$ cat config.mk
export PLATFORM = sky130hd
export DESIGN_NAME = l1_read_arbiter_flat
export DESIGN_NICKNAME = d
export VERILOG_FILES = /design/src/rtl/l1_read_arbiter_if.sv /design/src/rtl/l1_read_arbiter.sv /design/src/flat_wrapper.sv
export SDC_FILE = /design/constraint.sdc
export NUM_CORES = 1
export LEC_CHECK = 0
export CORE_ASPECT_RATIO = 1.4
export CORE_MARGIN = 2
export CORE_UTILIZATION = 33
export CTS_BUF_LIST = sky130_fd_sc_hd__clkbuf_4 sky130_fd_sc_hd__clkbuf_8
export DETAILED_ROUTE_END_ITERATION = 10
export GPL_ROUTABILITY_DRIVEN = 0
export GPL_TIMING_DRIVEN = 0
export PLACE_DENSITY_LB_ADDON = 0.25
export SYNTH_ARGS = -nofsm -noshare
export SYNTH_HDL_FRONTEND = slang
export SYNTH_SLANG_ARGS = --single-unit
$ cat constraint.sdc
create_clock -name clk -period 4.9 [get_ports clk]
set_input_delay 1.225 -clock clk [delete_from_list [all_inputs] [get_ports clk]]
set_output_delay 1.225 -clock clk [all_outputs]
set_load 0.005 [all_outputs]
$ cat src/rtl/l1_read_arbiter_if.sv
// Bundle of the requester-side and memory-side signals of the L1 read arbiter.
//
// Handshake: a requester raises req_request[p] with req_addr[p]/req_rlen[p]
// and holds all three until req_ack[p] pulses; the burst is accepted in that
// cycle. Downstream, mem_request/mem_addr/mem_rlen are presented and the burst
// is accepted in any cycle where mem_request && mem_ack. Data beats carry no
// back-pressure: every cycle with mem_rvalid high is one beat, steered to
// the owner of the oldest accepted burst through req_rvalid/req_rdata.
interface l1_read_arbiter_if #(
  parameter int NUM_PORTS = 2
);
  logic [NUM_PORTS-1:0]       req_request;
  logic [NUM_PORTS-1:0][29:0] req_addr;
  logic [NUM_PORTS-1:0][4:0]  req_rlen;
  logic [NUM_PORTS-1:0]       req_ack;
  logic [NUM_PORTS-1:0]       req_rvalid;
  logic [31:0]                req_rdata;
  logic                       mem_request;
  logic [29:0]                mem_addr;
  logic [4:0]                 mem_rlen;
  logic                       mem_ack;
  logic                       mem_rvalid;
  logic [31:0]                mem_rdata;

  // Arbiter view.
  modport slave (
    input  req_request, req_addr, req_rlen, mem_ack, mem_rvalid, mem_rdata,
    output req_ack, req_rvalid, req_rdata, mem_request, mem_addr, mem_rlen
  );

  // Environment view: requesters plus memory bridge.
  modport master (
    output req_request, req_addr, req_rlen, mem_ack, mem_rvalid, mem_rdata,
    input  req_ack, req_rvalid, req_rdata, mem_request, mem_addr, mem_rlen
  );
endinterface

$ cat src/rtl/l1_read_arbiter.sv
// Round-robin burst arbiter sharing one read-only L1 memory port. The issue
// side picks a requester and holds it stable until memory accepts; the
// return side uses a FIFO of accepted-burst owners to steer data beats.
module l1_read_arbiter #(
  parameter int NUM_PORTS       = 2,
  parameter int MAX_OUTSTANDING = 2,
  localparam int PW = (NUM_PORTS > 1) ? $clog2(NUM_PORTS) : 1,
  localparam int AW = (MAX_OUTSTANDING > 1) ? $clog2(MAX_OUTSTANDING) : 1,
  localparam int CW = $clog2(MAX_OUTSTANDING + 1)
) (
  input  logic                 clk,
  input  logic                 rst,
  l1_read_arbiter_if.slave     bus,
  output logic                 dbg_state,
  output logic [PW-1:0]        dbg_rr_ptr,
  output logic [CW-1:0]        dbg_count
);

  typedef enum logic {ARB = 1'b0, LOCKED = 1'b1} state_t;

  typedef struct packed {
    logic [PW-1:0] port;
    logic [4:0]    rlen;
  } owner_t;

  state_t        state;
  logic [PW-1:0] sel;
  logic [PW-1:0] rr_ptr;
  logic [PW-1:0] cand;
  logic [PW-1:0] grant;
  logic          mem_req;
  logic          accept;

  owner_t        fifo [MAX_OUTSTANDING];
  owner_t        head;
  logic [AW-1:0] wr_ptr;
  logic [AW-1:0] rd_ptr;
  logic [CW-1:0] count;
  logic          fifo_empty;
  logic          owner_full;
  logic          beat;
  logic          last_beat;
  logic [4:0]    beat_cnt;

  function automatic logic [AW-1:0] ptr_inc(input logic [AW-1:0] p);
    return (p == AW'(MAX_OUTSTANDING - 1)) ? '0 : p + AW'(1);
  endfunction

  assign fifo_empty = (count == '0);
  assign owner_full = (count == CW'(MAX_OUTSTANDING));
  assign head       = fifo[rd_ptr];

  // Candidate: first requesting port at or after rr_ptr, wrapping; port 0 when idle.
  always_comb begin
    int            idx;
    logic          found;
    logic [PW-1:0] pidx;
    idx   = 0;
    found = 1'b0;
    pidx  = '0;
    cand  = '0;
    for (int i = 0; i < NUM_PORTS; i++) begin
      idx = int'(rr_ptr) + i;
      if (idx >= NUM_PORTS) idx = idx - NUM_PORTS;
      pidx = PW'(idx);
      if (!found && bus.req_request[pidx]) begin
        found = 1'b1;
        cand  = pidx;
      end
    end
  end

  // Issue mux: LOCKED pins the presented port so the address cannot switch under memory.
  always_comb begin
    grant   = (state == LOCKED) ? sel : cand;
    mem_req = (state == LOCKED) ? 1'b1 : ((|bus.req_request) && !owner_full);
    accept  = mem_req && bus.mem_ack;
    bus.mem_request = mem_req;
    bus.mem_addr    = bus.req_addr[grant];
    bus.mem_rlen    = bus.req_rlen[grant];
    bus.req_ack     = '0;
    for (int p = 0; p < NUM_PORTS; p++) begin
      if (accept && (grant == PW'(p))) bus.req_ack[p] = 1'b1;
    end
  end

  // Return steering: a beat belongs to the head burst; nothing routes while the FIFO is empty.
  always_comb begin
    beat      = bus.mem_rvalid && !fifo_empty;
    last_beat = beat && (beat_cnt == head.rlen);
    bus.req_rdata  = bus.mem_rdata;
    bus.req_rvalid = '0;
    for (int p = 0; p < NUM_PORTS; p++) begin
      if (beat && (head.port == PW'(p))) bus.req_rvalid[p] = 1'b1;
    end
  end

  // Issue FSM: latch the presented port when memory stalls, rotate priority on accept.
  always_ff @(posedge clk) begin
    if (!rst) begin
      state  <= ARB;
      sel    <= '0;
      rr_ptr <= '0;
    end else begin
      case (state)
        ARB: begin
          if (mem_req && !bus.mem_ack) begin
            sel   <= cand;
            state <= LOCKED;
          end
        end
        LOCKED: begin
          if (bus.mem_ack) state <= ARB;
        end
        default: state <= ARB;
      endcase
      if (accept) begin
        rr_ptr <= (grant == PW'(NUM_PORTS - 1)) ? '0 : grant + PW'(1);
      end
    end
  end

  // Owner FIFO: push on accept, pop on the last beat of the head burst.
  always_ff @(posedge clk) begin
    if (!rst) begin
      wr_ptr <= '0;
      rd_ptr <= '0;
      count  <= '0;
      for (int i = 0; i < MAX_OUTSTANDING; i++) fifo[i] <= '0;
    end else begin
      if (accept) begin
        fifo[wr_ptr] <= '{port: grant, rlen: bus.mem_rlen};
        wr_ptr       <= ptr_inc(wr_ptr);
      end
      if (last_beat) rd_ptr <= ptr_inc(rd_ptr);
      case ({accept, last_beat})
        2'b10:   count <= count + CW'(1);
        2'b01:   count <= count - CW'(1);
        default: count <= count;
      endcase
    end
  end

  // Beat counter for the head burst; 5-bit wrap lets rlen 31 mean 32 beats.
  always_ff @(posedge clk) begin
    if (!rst) begin
      beat_cnt <= '0;
    end else if (last_beat) begin
      beat_cnt <= '0;
    end else if (beat) begin
      beat_cnt <= beat_cnt + 5'd1;
    end
  end

  assign dbg_state  = state;
  assign dbg_rr_ptr = rr_ptr;
  assign dbg_count  = count;

  // Protocol errors from the surrounding system; flagged, not recovered.
  a_rvalid_empty: assert property (@(posedge clk) disable iff (!rst)
    bus.mem_rvalid |-> !fifo_empty);
  a_ack_no_req: assert property (@(posedge clk) disable iff (!rst)
    bus.mem_ack |-> mem_req);
  for (genvar gp = 0; gp < NUM_PORTS; gp++) begin : g_req_hold
    a_req_hold: assert property (@(posedge clk) disable iff (!rst)
      (bus.req_request[gp] && !bus.req_ack[gp]) |=> bus.req_request[gp]);
  end

endmodule

$ cat src/flat_wrapper.sv
// flat-port wrapper written by rule: the top's interface ports become plain ports
module l1_read_arbiter_flat 
#(
  parameter int NUM_PORTS       = 2,
  parameter int MAX_OUTSTANDING = 2,
  localparam int PW = (NUM_PORTS > 1) ? $clog2(NUM_PORTS) : 1,
  localparam int AW = (MAX_OUTSTANDING > 1) ? $clog2(MAX_OUTSTANDING) : 1,
  localparam int CW = $clog2(MAX_OUTSTANDING + 1)
)
  (clk, rst, dbg_state, dbg_rr_ptr, dbg_count, bus_req_request, bus_req_addr, bus_req_rlen, bus_mem_ack, bus_mem_rvalid, bus_mem_rdata, bus_req_ack, bus_req_rvalid, bus_req_rdata, bus_mem_request, bus_mem_addr, bus_mem_rlen);
  l1_read_arbiter_if #(.NUM_PORTS(NUM_PORTS)) bus_i ();
  input  logic clk;
  input  logic rst;
  output logic dbg_state;
  output logic [PW-1:0] dbg_rr_ptr;
  output logic [CW-1:0] dbg_count;
  input wire logic [$bits(bus_i.req_request)-1:0] bus_req_request;
  input wire logic [$bits(bus_i.req_addr)-1:0] bus_req_addr;
  input wire logic [$bits(bus_i.req_rlen)-1:0] bus_req_rlen;
  input wire logic [$bits(bus_i.mem_ack)-1:0] bus_mem_ack;
  input wire logic [$bits(bus_i.mem_rvalid)-1:0] bus_mem_rvalid;
  input wire logic [$bits(bus_i.mem_rdata)-1:0] bus_mem_rdata;
  output wire logic [$bits(bus_i.req_ack)-1:0] bus_req_ack;
  output wire logic [$bits(bus_i.req_rvalid)-1:0] bus_req_rvalid;
  output wire logic [$bits(bus_i.req_rdata)-1:0] bus_req_rdata;
  output wire logic [$bits(bus_i.mem_request)-1:0] bus_mem_request;
  output wire logic [$bits(bus_i.mem_addr)-1:0] bus_mem_addr;
  output wire logic [$bits(bus_i.mem_rlen)-1:0] bus_mem_rlen;
  assign bus_i.req_request = bus_req_request;
  assign bus_i.req_addr = bus_req_addr;
  assign bus_i.req_rlen = bus_req_rlen;
  assign bus_i.mem_ack = bus_mem_ack;
  assign bus_i.mem_rvalid = bus_mem_rvalid;
  assign bus_i.mem_rdata = bus_mem_rdata;
  assign bus_req_ack = bus_i.req_ack;
  assign bus_req_rvalid = bus_i.req_rvalid;
  assign bus_req_rdata = bus_i.req_rdata;
  assign bus_mem_request = bus_i.mem_request;
  assign bus_mem_addr = bus_i.mem_addr;
  assign bus_mem_rlen = bus_i.mem_rlen;
  l1_read_arbiter #(.NUM_PORTS(NUM_PORTS), .MAX_OUTSTANDING(MAX_OUTSTANDING)) u_core (.clk(clk), .rst(rst), .bus(bus_i), .dbg_state(dbg_state), .dbg_rr_ptr(dbg_rr_ptr), .dbg_count(dbg_count));
endmodule
-- Yosys cells after proc, flatten, opt, wreduce, memory -nomap -nowiden
Memories as Yosys holds them, arrays and structs flattened. A register that Yosys moved wholly into a read port is not among the register bits.
Index checks and enable logic that the tools add are counted.
- add/sub/neg operators: 9
- $lt $le $gt $ge: 5
- equal/unequal tests: 4
- multiplexer cells: 35
- bitwise gates (word level): 4
- reductions and logical operators: 20
- operator list (operator ; number):
    two-way mux 30 bit ; 2
    two-way mux 1 bit ; 28
    logical AND 1 bit ; 10
    two-way mux 5 bit ; 2
    less-than comparator 1 x 2 -> 1 bit (second input constant) ; 3
    two-way mux 6 bit ; 1
    OR reduction 6 bit ; 1
    adder 5 x 1 -> 5 bit (second input constant) ; 1
    equality test 5 bit ; 1
    equality test 2 bit (second input constant) ; 2
    logical NOT 1 bit ; 4
    inverter 1 bit ; 4
    case mux 2 bit (2 select lines) ; 1
    OR reduction 2 bit ; 2
    adder 1 bit (second input constant) ; 3
    adder 1 x 1 -> 2 bit (second input constant) ; 1
    adder 2 x 1 -> 2 bit (second input constant) ; 1
    equality test 2 x 1 -> 1 bit (second input constant) ; 1
    >= comparator 1 x 2 -> 1 bit (second input constant) ; 1
    >= comparator 2 bit (second input constant) ; 1
    logical NOT 2 bit ; 1
    case mux 1 bit (2 select lines) ; 1
    AND reduction 2 bit ; 1
    nonzero test 2 bit ; 1
    2 further kinds ; 3
- flip-flop bits (word level): 12
- RAM bits: 12
- input bits: 108
- output and inout bits: 76
- memories: 1
- memories (memory ; depth ; bits a word ; read ports ; clocked after memory_dff ; write ports ; line ; text):
    u_core.fifo ; 2 ; 6 ; 1 ; 1 ; 2 ; l1_read_arbiter.sv:34 ; owner_t fifo [MAX_OUTSTANDING];

-- Depth between registers and ports, before layout
- depth in word-level cells: 12
- gate-level depth with buffers: 9
- gate-level depth less buffers: 8

-- Worst setup path after synthesis
No wires, ideal clock.
- kind: input -> output
- from: input port bus_req_request[0]
- to: output port bus_mem_addr[22]
- arrival time: 2.162 ns
- path slack: 1.513 ns
- stages: 6
- path buffers: 2
- cells stage by stage: inv_1 o21ai_1 o21ai_1 buf_4 buf_6 mux2_2
- word-level cells in the longest chain between the ends: 9
- RTL lines (element ; line ; text):
    from (decl) ; flat_wrapper.sv:17 ; input wire logic [$bits(bus_i.req_request)-1:0] bus_req_request;
    two-way mux 1 bit (not written as such) (2 in a row) ; l1_read_arbiter.sv:66 ; if (!found && bus.req_request[pidx]) begin
    two-way mux 1 bit ; l1_read_arbiter.sv:66 ;
    logical NOT 1 bit ; l1_read_arbiter.sv:66 ;
    logical AND 1 bit ; l1_read_arbiter.sv:66 ;
    two-way mux 1 bit * ; l1_read_arbiter.sv:66 ;
    two-way mux 1 bit * ; l1_read_arbiter.sv:75 ; grant = (state == LOCKED) ? sel : cand;
    two-way mux 30 bit (not written as such) * (2 in a row) ; l1_read_arbiter.sv:79 ; bus.mem_addr = bus.req_addr[grant];
    to (decl) ; flat_wrapper.sv:27 ; output wire logic [$bits(bus_i.mem_addr)-1:0] bus_mem_addr;
Every way passes the cells marked *; elsewhere a longest branch is shown, timed or not. The select of a mux whose other input is x is not followed.

-- Worst setup path in the final report
- from: input port bus_req_request[1]
- to: output port bus_mem_addr[22]
The elaborated chain is that of the path after synthesis.

==> flow_summary.yaml <==
synthesis:
  synth_warnings: 0
  yosysSeqAreaShare_pct: 33.7
  synth_enable_flop_cells: 12
  synth_cells: 183
  ys.flop_type: "dfxtp_1"
  synth_most_common_cell: "buf_4"
  syn-num-nets: 293
  yosys-top-cells-count: "33 x buf_4, 25 x mux2_2, 17 x nor2_1"
  syn_avg_cell_area_sq_um: 10.1
  synth.distinct_cells: 32
  synth_area_leaders: "edfxtp_1 20%, mux2_2 15%, dfxtp_1 14%"
  synthesis.area_sq_um: 1840
  synth_top_area_share_pct: 19.6
  synthArstFlopShare_pct: 0
  synth_seq_cells: 25
  synth_top_area_cell: "edfxtp_1"
timing:
  setup_tns_ns: 0
  whs_ns: 0.491
  fin_crit_ns: 4.46
  relSlewSlack_pct: 47.7
  finalCritPeriodShare_pct: 91.1
  hold_viol: 0
  skew_ns: 0.00108
  rsz0062_at_grt: "no"
  finalSetupViolations: 0
  fmax_mhz: 224
  tightest_slew_ns: 0.776
  drv_slew: 0
flow_run:
  drv_cap: 0
setup_path:
  cp_cell_sequence: "clkdlybuf4s50_1 -> o21ai_1 -> o21ai_1 -> buf_4 -> buf_6 -> mux2_2 -> clkdlybuf4s50_1"
  path_max_fanout: 10
  cp.arrival_ns: 3.24
  crit_buf_inv: 4
  worstSetupStartpointType: "primary input"
  cp_top_family: "buffers and inverters"
  end_kind: "output pin"
  slowest_stage: "clkdlybuf4s50_1"
  criticalPathCategory: "in -> out"
  critPathRequiredTime_ns: 3.67
  crit_path_max_incr_delay_ns: 0.47
power:
  leakage_nw: 1.38
  p_total_mw: 0.667
  ir_drop_mv: 0.0951
  powerDensity_nw_per_um2: 191
finish:
  multiInputGateArea_sq_um: 910
  final_area_sq_um: 3490
  register_area_sq_um: 621
  synthToLayoutAreaGrowth_pct: 89.4
  fillCellCount: 480
  drive_gt1_share_pct: 20.7
  antenna_cells: 0
  final_nets: 449
  final_util_pct: 64.0
detailed_routing:
  vias_per_cell: 4.46
  drc: 0
  wl_per_cell_um: 14.0
  totalWireLength_um: 5670
  first_pass_iters: 4
  drt_iter0_drc: 36
  dr_total_vias: 1812
  drtAntennaViolNets: 0
clocking:
  ctsResizeCount: 0
  post_cts.repair.setup_buffers: 0
  numCtsBuffers: 3
  insertion_delay_ns: 0.26
  cts_hold_buf: 0
  cts-root-buf: "clkbuf_8"
  clkTransAtPathRegs_ns: 0.08
  clk_path_buf_depth: 2
  clock-sinks: 25
  cts.htree.levels: 1
  cts_tree: "yes"
min_path:
  hold_class: "reg -> reg"
global_route:
  antenna_found_initial: 0
  grt_util_all_layers_pct: 17.7
  grt_pass1_wl_um: 8210
  grt.overflow.total: 0
  grt_start_max_net_pins: 14
  first_global_vias: 1830
floorplanning:
  row_count: 32
  dieArea_sq_um: 6200
  fp.dieH_um: 92.4
  die_x_um: 67.1
  initial_utilization_pct: 33.8
  pin_count: 184
  fp.coreArea_sq_um: 5450
status:
  outcome: "complete, no violations"
place:
  place_area_sq_um: 3440
  detailedPlacementHpwl_um: 4920
  port_buffers: 151
## cells in the final DEF, fill, tap and decap left out, drive strengths merged, types with 2 or more instances in the layout
cell type	count
nand2	8
nand4	4
dfxtp	13
nor2b	4
edfxtp	12
clkdlybuf4s50	151
xnor2	4
o21a	2
nor2	18
clkbuf	5
ha	2
buf	37
inv	7
o21ai	6
and2	5
xor2	8
mux2	30
mux2i	14
## tightest hold or removal path: stages, from the launching register on
cell	delay (ns)
dfxtp_1	0.31
nand2_1	0.07
mux2i_1	0.06
## report_power, final
part	switching, mW	leakage (nW)	internal (mW)
clock	0.0591	0.0262	0.0635
combinational	0.0928	1.12	0.202
sequential	0.0121	0.233	0.237
total	0.164	1.38	0.503
## worst paths after layout
path,from,end,slack (ns),cells past startpoint
hold / removal,u_core.rd_ptr,flip-flop,0.49,2
setup reg to reg,flip-flop,u_core.dbg_count[1],2.75,8
hold reg to reg,u_core.rd_ptr,flip-flop,0.49,2
setup / recovery,bus_req_request[1],bus_mem_addr[22],0.44,7
## per-stage QoR
stage / setup slack [ns] / instances
2_1_floorplan: 1.51 / 183
3_3_place_gp: 0.375 / 402
3_5_place_dp: 0.386 / 402
4_1_cts: 0.377 / 406
5_1_grt: 0.328 / 406
6_report: 0.437 / 406
## metal layers
| metal | part of all wire (%) | routed length [um] | vias to the layer above | global-route usage [%] |
|---|---|---|---|---|
| li1 | - | - | 898 | - |
| met1 | 33 | 1870 | 788 | 17.4 |
| met4 | 1.5 | 84 | 0 | 7.48 |
| met5 | 0 | 0 | - | 0 |
| met2 | 52 | 2950 | 122 | 31.8 |
| met3 | 13 | 762 | 4 | 6.80 |
## cells by family after synthesis
kind of cell	synth area share [%]
xor gates and xnor gates	5.71
and+or+nand+nor	12.4
adders and majority gates	1.36
DFF	33.7
muxes	26.0
AOI/OAI and AO/OA	3.94
buffers and inverters	16.9
## area by class of cell
class                   instances  area share (%)
plain buffers                  38            8.15
clock buffers                   4            1.40
inverters                       7           0.754
multi-input cells             113            26.1
flip-flops and latches         25            17.8
well taps                      68            2.44
repair buffers                151            43.4
## flip-flops by register name, indices dropped and copies added, names as in the netlist, named ones only
signal,cells
u_core.dbg_rr_ptr,1
u_core.fifo,12
u_core.rd_ptr,1
u_core.dbg_state,1
u_core.wr_ptr,1
u_core.dbg_count,2
u_core.sel,1
u_core.beat_cnt,5
(Power assumes the default switching activity.)
